$ cat src/rtl/fc_argmax.sv
// rtl/fc_argmax.sv - argmax over the FC3 score buffer with a valid/ready result port
module fc_argmax #(
    parameter int NUM_CLASS  = 10,
    parameter int DATA_WID   = 16,
    parameter int ADDR_WID   = 8,
    parameter int BASE_ADDR  = 0,
    parameter int RD_LATENCY = 1,
    parameter int IDX_WID    = 4
) (
    input  logic                clk,
    input  logic                rstn,
    input  logic                start,
    output logic                busy,
    output logic                rd_en,
    output logic [ADDR_WID-1:0] rd_addr,
    input  logic [DATA_WID-1:0] rd_data,
    output logic                result_valid,
    input  logic                result_ready,
    output logic [IDX_WID-1:0]  class_idx,
    output logic [DATA_WID-1:0] max_val
);

    localparam int CNT_WID = $clog2(NUM_CLASS + 1);

    typedef enum logic [1:0] {
        IDLE,
        READ,
        DRAIN,
        OUT
    } state_t;

    state_t              state;
    state_t              state_nxt;
    logic [CNT_WID-1:0]  issue_cnt;
    logic [CNT_WID-1:0]  recv_cnt;
    logic [RD_LATENCY-1:0] tag;
    logic                sample_vld;
    logic                last_issue;
    logic                last_sample;

    // tag[RD_LATENCY-1] lines up with the read data of the read issued RD_LATENCY cycles ago
    assign sample_vld  = tag[RD_LATENCY-1];
    assign last_issue  = (issue_cnt == CNT_WID'(NUM_CLASS - 1));
    assign last_sample = sample_vld && (recv_cnt == CNT_WID'(NUM_CLASS - 1));

    always_comb begin
        state_nxt = state;
        case (state)
            IDLE:    if (start) state_nxt = READ;
            READ:    if (last_issue) state_nxt = DRAIN;
            DRAIN:   if (last_sample) state_nxt = OUT;
            OUT:     if (result_ready) state_nxt = IDLE;
            default: state_nxt = IDLE;
        endcase
    end

    always_ff @(posedge clk or negedge rstn) begin
        if (!rstn) begin
            state <= IDLE;
        end else begin
            state <= state_nxt;
        end
    end

    always_ff @(posedge clk or negedge rstn) begin
        if (!rstn) begin
            busy         <= 1'b0;
            rd_en        <= 1'b0;
            rd_addr      <= '0;
            result_valid <= 1'b0;
            class_idx    <= '0;
            max_val      <= '0;
            issue_cnt    <= '0;
            recv_cnt     <= '0;
            tag          <= '0;
        end else begin
            // Status outputs follow the next state so they are registered yet cycle-aligned
            busy         <= (state_nxt != IDLE);
            rd_en        <= (state_nxt == READ);
            result_valid <= (state_nxt == OUT);
            tag          <= (tag << 1) | RD_LATENCY'(rd_en);

            if (state == IDLE && start) begin
                issue_cnt <= '0;
                recv_cnt  <= '0;
                rd_addr   <= ADDR_WID'(BASE_ADDR);
            end else if (state == READ) begin
                issue_cnt <= issue_cnt + 1'b1;
                if (!last_issue) begin
                    rd_addr <= rd_addr + 1'b1;
                end
            end

            // First sample loads unconditionally; later ones only on strictly greater, so ties keep the lower index
            if (sample_vld) begin
                recv_cnt <= recv_cnt + 1'b1;
                if (recv_cnt == '0 || $signed(rd_data) > $signed(max_val)) begin
                    max_val   <= rd_data;
                    class_idx <= IDX_WID'(recv_cnt);
                end
            end
        end
    end

endmodule

$ cat config.mk
export PLATFORM = sky130hd
export DESIGN_NAME = fc_argmax
export DESIGN_NICKNAME = d
export VERILOG_FILES = /design/src/rtl/fc_argmax.sv
export SDC_FILE = /design/constraint.sdc
export NUM_CORES = 1
export LEC_CHECK = 0
export BUFFER_PORTS_ARGS = -buffer_cell sky130_fd_sc_hd__clkbuf_2
export CORE_ASPECT_RATIO = 0.75
export CORE_UTILIZATION = 45
export CTS_CLUSTER_DIAMETER = 30
export DETAILED_ROUTE_END_ITERATION = 10
export PLACE_DENSITY_LB_ADDON = 0.3
export SETUP_SLACK_MARGIN = 0.15
export SLEW_MARGIN = 20
export SYNTH_ARGS = -nofsm -noshare
export SYNTH_HDL_FRONTEND = slang
export SYNTH_SLANG_ARGS = --single-unit
export TNS_END_PERCENT = 5
$ cat constraint.sdc
create_clock -name clk -period 2.4 [get_ports clk]
set_input_delay 0.24 -clock clk [delete_from_list [all_inputs] [get_ports clk]]
set_output_delay 0.24 -clock clk [all_outputs]
set_load 0.01 [all_outputs]
* After elaboration in Yosys (flattened, before gate mapping) *
Cells that the tools add are included.

cells by class
  $add $sub $neg = 3
  magnitude comparators = 1
  equality and inequality tests = 8
  mux-type cells = 12
  reductions and logical operators = 10

operator list
  cell                 count
  $mux 8               3
  $gt 16x16->1         1
  $mux 4               4
  $add 4x1->4 const B  2
  $add 8x1->8 const B  1
  $eq 4x4->1 const B   2
  $mux 2               4
  $pmux 2 s4           1
  $eq 2x2->1 const B   3
  $reduce_bool 2->1    3
  $eq 2x1->1 const B   2
  $logic_not 4->1      1
  $reduce_and 2->1     2
  $logic_and 1x1->1    2
  $logic_not 2->1      1
  $ne 2x1->1 const B   1
  $logic_or 1x1->1     1

word-level totals
  register bits after elaboration = 42
  output and inout bits = 31
  word-level logic and storage cells = 44

* Depth between registers and ports, before layout *
  word-level depth = 5
  gate-level depth with buffers = 9

* Worst setup path before layout *
No wires, ideal clock.

  path type = flip-flop to flip-flop
  from = register max_val[11]
  to = register class_idx[0]
  library setup time = 125 ps
  arrival time = 2087 ps
  data required time = 2275 ps
  slack = 188 ps
  stages on the path, launching flop included = 10
  buffers on the path = 1
  period minus slack after synthesis = 2212 ps
  cells stage by stage = dfrtp_1 > inv_1 > ha_1 > nand2_2 > nor4_4 > o21ai_1 > and3_1 > a211oi_2 > buf_6 > mux2_4

between the ends
  longest elaborated chain between the ends = 3

RTL lines
  item                               line  text
  from (decl)                        20    output logic [DATA_WID-1:0] max_val
  from (signal assigned)             98    max_val <= rd_data;
  $gt 16x16->1                       97    if (recv_cnt == '0 || $signed(rd_data) > $signed(max_val)) begin
  $logic_or 1x1->1                   97
  $reduce_and 2->1 (no source line)  -
  to (signal assigned)               99    class_idx <= IDX_WID'(recv_cnt);
  to (decl)                          19    output logic [IDX_WID-1:0] class_idx,

Every way passes these cells.
A chain may end at the register's enable or synchronous reset.

* Final worst setup path *
  from = register max_val[6]
  to = register max_val[2]

between the ends
  longest elaborated chain between the ends = 3

RTL lines
  item                               line
  $gt 16x16->1                       97
  $logic_or 1x1->1                   97
  $reduce_and 2->1 (no source line)  -

Every way passes these cells.

==> out/qor.yml <==
via_count: 1711
placement_rows: 22
critical_path.max_fanout: 8
antennaDiodeCount: 0
wl_per_cell_um: 14.1
final_nets: 315
timing.max_slew.rel_slack_pct: 64.5
worstReg2RegEnd: "max_val[2]"
area_growth_syn_to_layout_pct: 27.7
dpl.hpwl_mm: 3.34
grt_pass1_vias: 1676
crit_type: "flip-flop to flip-flop"
worst_hold_path_type: "input port to asynchronous set/reset pin"
yosys_register_bits: 42
remaining_drc_errors: 0
timing.critical_path.slowest_cell_delay_ps: 580
report.final.hold_viol_count: 0
timing.critical_path.arrival_ps: 2510
netlist_top_cells_count: "sky130_fd_sc_hd__dfrtp_1 (42), sky130_fd_sc_hd__ha_1 (22), sky130_fd_sc_hd__inv_1 (21)"
fp.dieH_um: 64.4
cap_viol_max_count: 0
reg2reg_depth: 9
post_synth_main_area_contributors: "sky130_fd_sc_hd__dfrtp_1 (45%), sky130_fd_sc_hd__mux2_4 (13%), sky130_fd_sc_hd__ha_1 (12%)"
worst_path_dominant_cell_family: "simple AND/OR/NAND/NOR gates"
cts_max_path_buffers: 2
tritoncts: "done"
wl_mm: 4.69
grt_usage_pct: 19.2
placed_area_mm2: 0.00271
yosys.area.top_type: "sky130_fd_sc_hd__dfrtp_1"
maximum_number_of_pins_on_one_net_before_global_route_repair: 43
crit_chain: "inv_1 > ha_1 > nand4_1 > or4_4 > o21ai_2 > a211oi_4 > buf_4 > buf_12 > mux2_4"
grt_overflow: 0
synth_cell_types: 43
mappedNetlistArea_mm2: 0.00234
final_period_minus_worst_setup_slack_ps: 2340
number_of_flops_mapped_to_enable_cells_by_yosys: 0
floorplan.initialDensity_pct: 47.2
post-synth-top-area-fraction_pct: 44.9
post_synthesis_net_count: 243
r2r_slack_ps: 60
setup.worst_path.end_class: "flip-flop"
synthMostInstantiatedCell: "sky130_fd_sc_hd__dfrtp_1"
globalplace.congestion: 0.763
syn_avg_cell_area_um2: 11.6
core_region_area_mm2: 0.00495
pwr_density_cell_mw_per_mm2: 1510
postRouteAntennaNets: 0
grt_pass1_wl_mm: 8.18
crit_required_ps: 2570
timing.critical_path.from_type: "flip-flop"
cts_max_level: 2
cts_buffers: 5
cts-root-buf: "sky130_fd_sc_hd__clkbuf_8"
cts.sinks: 42
fin_area_mm2: 0.00299
cp_num_buf_inv: 3
min_period_over_period_pct: 97.6
ctsHoldBuffers: 0
max-vdd-ir-drop_mv: 0.684
rsz0062_at_grt: "yes"
syn_inst: 201
dr.first_iter.drc_count: 71
setup-violations-final: 0
worst_path_max_delay_cell: "sky130_fd_sc_hd__or4_4"
final_max_slew_viol_count: 0
synth-async-reset-ratio_pct: 100
synth-seq-area-share_pct: 44.9
p_leak_nw: 1.57
r2r_start: "max_val[6]"
die_w_um: 85.2
fmax_mhz: 427
port_buffers: 50
ys_dominant_reg_cell: "sky130_fd_sc_hd__dfrtp_1"
worstSkewPairLatency_ps: 290
skew_ps: 9.19
avgViaCountPerCell: 5.12
design_power_total_w: 0.00450
tightestPinTransition_ps: 532
run_status: "finished clean"
design.die.area_mm2: 0.00549
drt-pass1-iter-count: 4
clkTransAtPathRegs_ps: 80
boundaryPins: 51
ys_warn_count: 0
post_route_cells_drive_above_1_share_pct: 42.7
antenna_violations_before_repair: 0
sequential cells by signal, summed over array words and instances, names as in the netlist:
register / count
busy: 1
class_idx: 4
issue_cnt: 4
max_val: 16
rd_addr: 8
rd_en: 1
recv_cnt: 4
result_valid: 1
sample_vld: 1
state: 2
worst register-to-register path, stage by stage, from the launching register on:
cell,delay [ps]
sky130_fd_sc_hd__dfrtp_1,360
sky130_fd_sc_hd__inv_1,50
sky130_fd_sc_hd__ha_1,290
sky130_fd_sc_hd__nand4_1,190
sky130_fd_sc_hd__or4_4,580
sky130_fd_sc_hd__o21ai_2,100
sky130_fd_sc_hd__a211oi_4,90
sky130_fd_sc_hd__buf_4,150
sky130_fd_sc_hd__buf_12,140
sky130_fd_sc_hd__mux2_4,290
per-stage QoR:
stage / setup slack [ps] / std cells / hold WS [ps] / setup TNS (ps) / utilization, %
2_1_floorplan: 188 / 201 / -55.6 / 0 / -
3_3_place_gp: 68.6 / 314 / 347 / 0 / 54.7
3_5_place_dp: 8.77 / 314 / 352 / 0 / 54.7
4_1_cts: 103 / 334 / 31.6 / 0 / 59.9
5_1_grt: -69.4 / 334 / 48.0 / -912 / 60.3
6_report: 58.4 / 334 / 5.05 / 0 / 60.3
placed cells by master, fill, tap and decap left out, types with 3 or more instances in the layout:
master,netlist,layout
sky130_fd_sc_hd__a21oi_1,7,5
sky130_fd_sc_hd__a21oi_2,1,3
sky130_fd_sc_hd__a22o_1,6,6
sky130_fd_sc_hd__buf_4,0,18
sky130_fd_sc_hd__clkbuf_2,0,50
sky130_fd_sc_hd__clkbuf_8,0,5
sky130_fd_sc_hd__dfrtp_1,42,42
sky130_fd_sc_hd__ha_1,22,21
sky130_fd_sc_hd__inv_1,21,21
sky130_fd_sc_hd__mux2_4,20,20
sky130_fd_sc_hd__nand2_1,10,10
sky130_fd_sc_hd__nand2_2,3,3
sky130_fd_sc_hd__nand2b_1,4,4
sky130_fd_sc_hd__nand3_1,5,5
sky130_fd_sc_hd__nand4_1,3,3
sky130_fd_sc_hd__nor2_1,10,9
sky130_fd_sc_hd__o21ai_0,4,4
sky130_fd_sc_hd__xor2_1,5,5
logic make-up after synthesis:
| group | count (synthesis) | share of synthesized area (%) |
|---|---|---|
| buffers and inverters | 26 | 4.82 |
| adder cells (fa/ha/maj) | 22 | 11.8 |
| flip-flops | 42 | 44.9 |
| AND/OR/NAND/NOR | 49 | 11.9 |
| multiplexers | 24 | 14.7 |
| AO/OA/AOI/OAI | 31 | 9.31 |
| XOR/XNOR | 7 | 2.62 |
metal layers:
layer / vias to the layer above / track usage [%] / wire (µm) / share of wire (%)
met5: - / 0 / 0 / 0
met3: 5 / 3.95 / 217 / 4.6
met1: 826 / 28.9 / 2470 / 53
li1: 844 / - / - / -
met4: 0 / 4.45 / 34 / 0.72
met2: 36 / 28.5 / 1970 / 42
layout make-up:
class                      instances  area (µm²)
fill                             402        1970
multi-input combinational        133        1240
sequential                        42        1050
timing repair buffer              70         433
inverter                          21        78.8
clock buffer                       7        76.3
tap                               60        75.1
clock inverter                     1        30.0
power by group:
group | total (W) | leakage (nW) | internal [W] | switching, W
Clock | 0.000552 | 0.0524 | 0.000312 | 0.000240
Combinational | 0.00263 | 1.01 | 0.00146 | 0.00117
Sequential | 0.00133 | 0.513 | 0.00103 | 0.000294
repair_timing:
item / 4_1_cts / 5_1_grt
pin swaps: 8 / 2
endpoints found under the hold margin: 0 / 0
gates resized for setup: 8 / 3
cloned: 1 / 0
endpoints found under the setup margin: 20 / 20
setup buffers: 11 / 0
worst max-delay path by stage:
stage	from	end	slack, ps	cells after the start
6_report	max_val[6]	max_val[2]	60	9
5_1_grt	max_val[11]	max_val[2]	-70	10
4_1_cts	max_val[11]	max_val[2]	100	10
3_5_place_dp	max_val[13]	max_val[15]	9	9
3_3_place_gp	max_val[13]	max_val[7]	70	9
2_1_floorplan	max_val[11]	class_idx[0]	190	9
(Power assumes the default switching activity.)
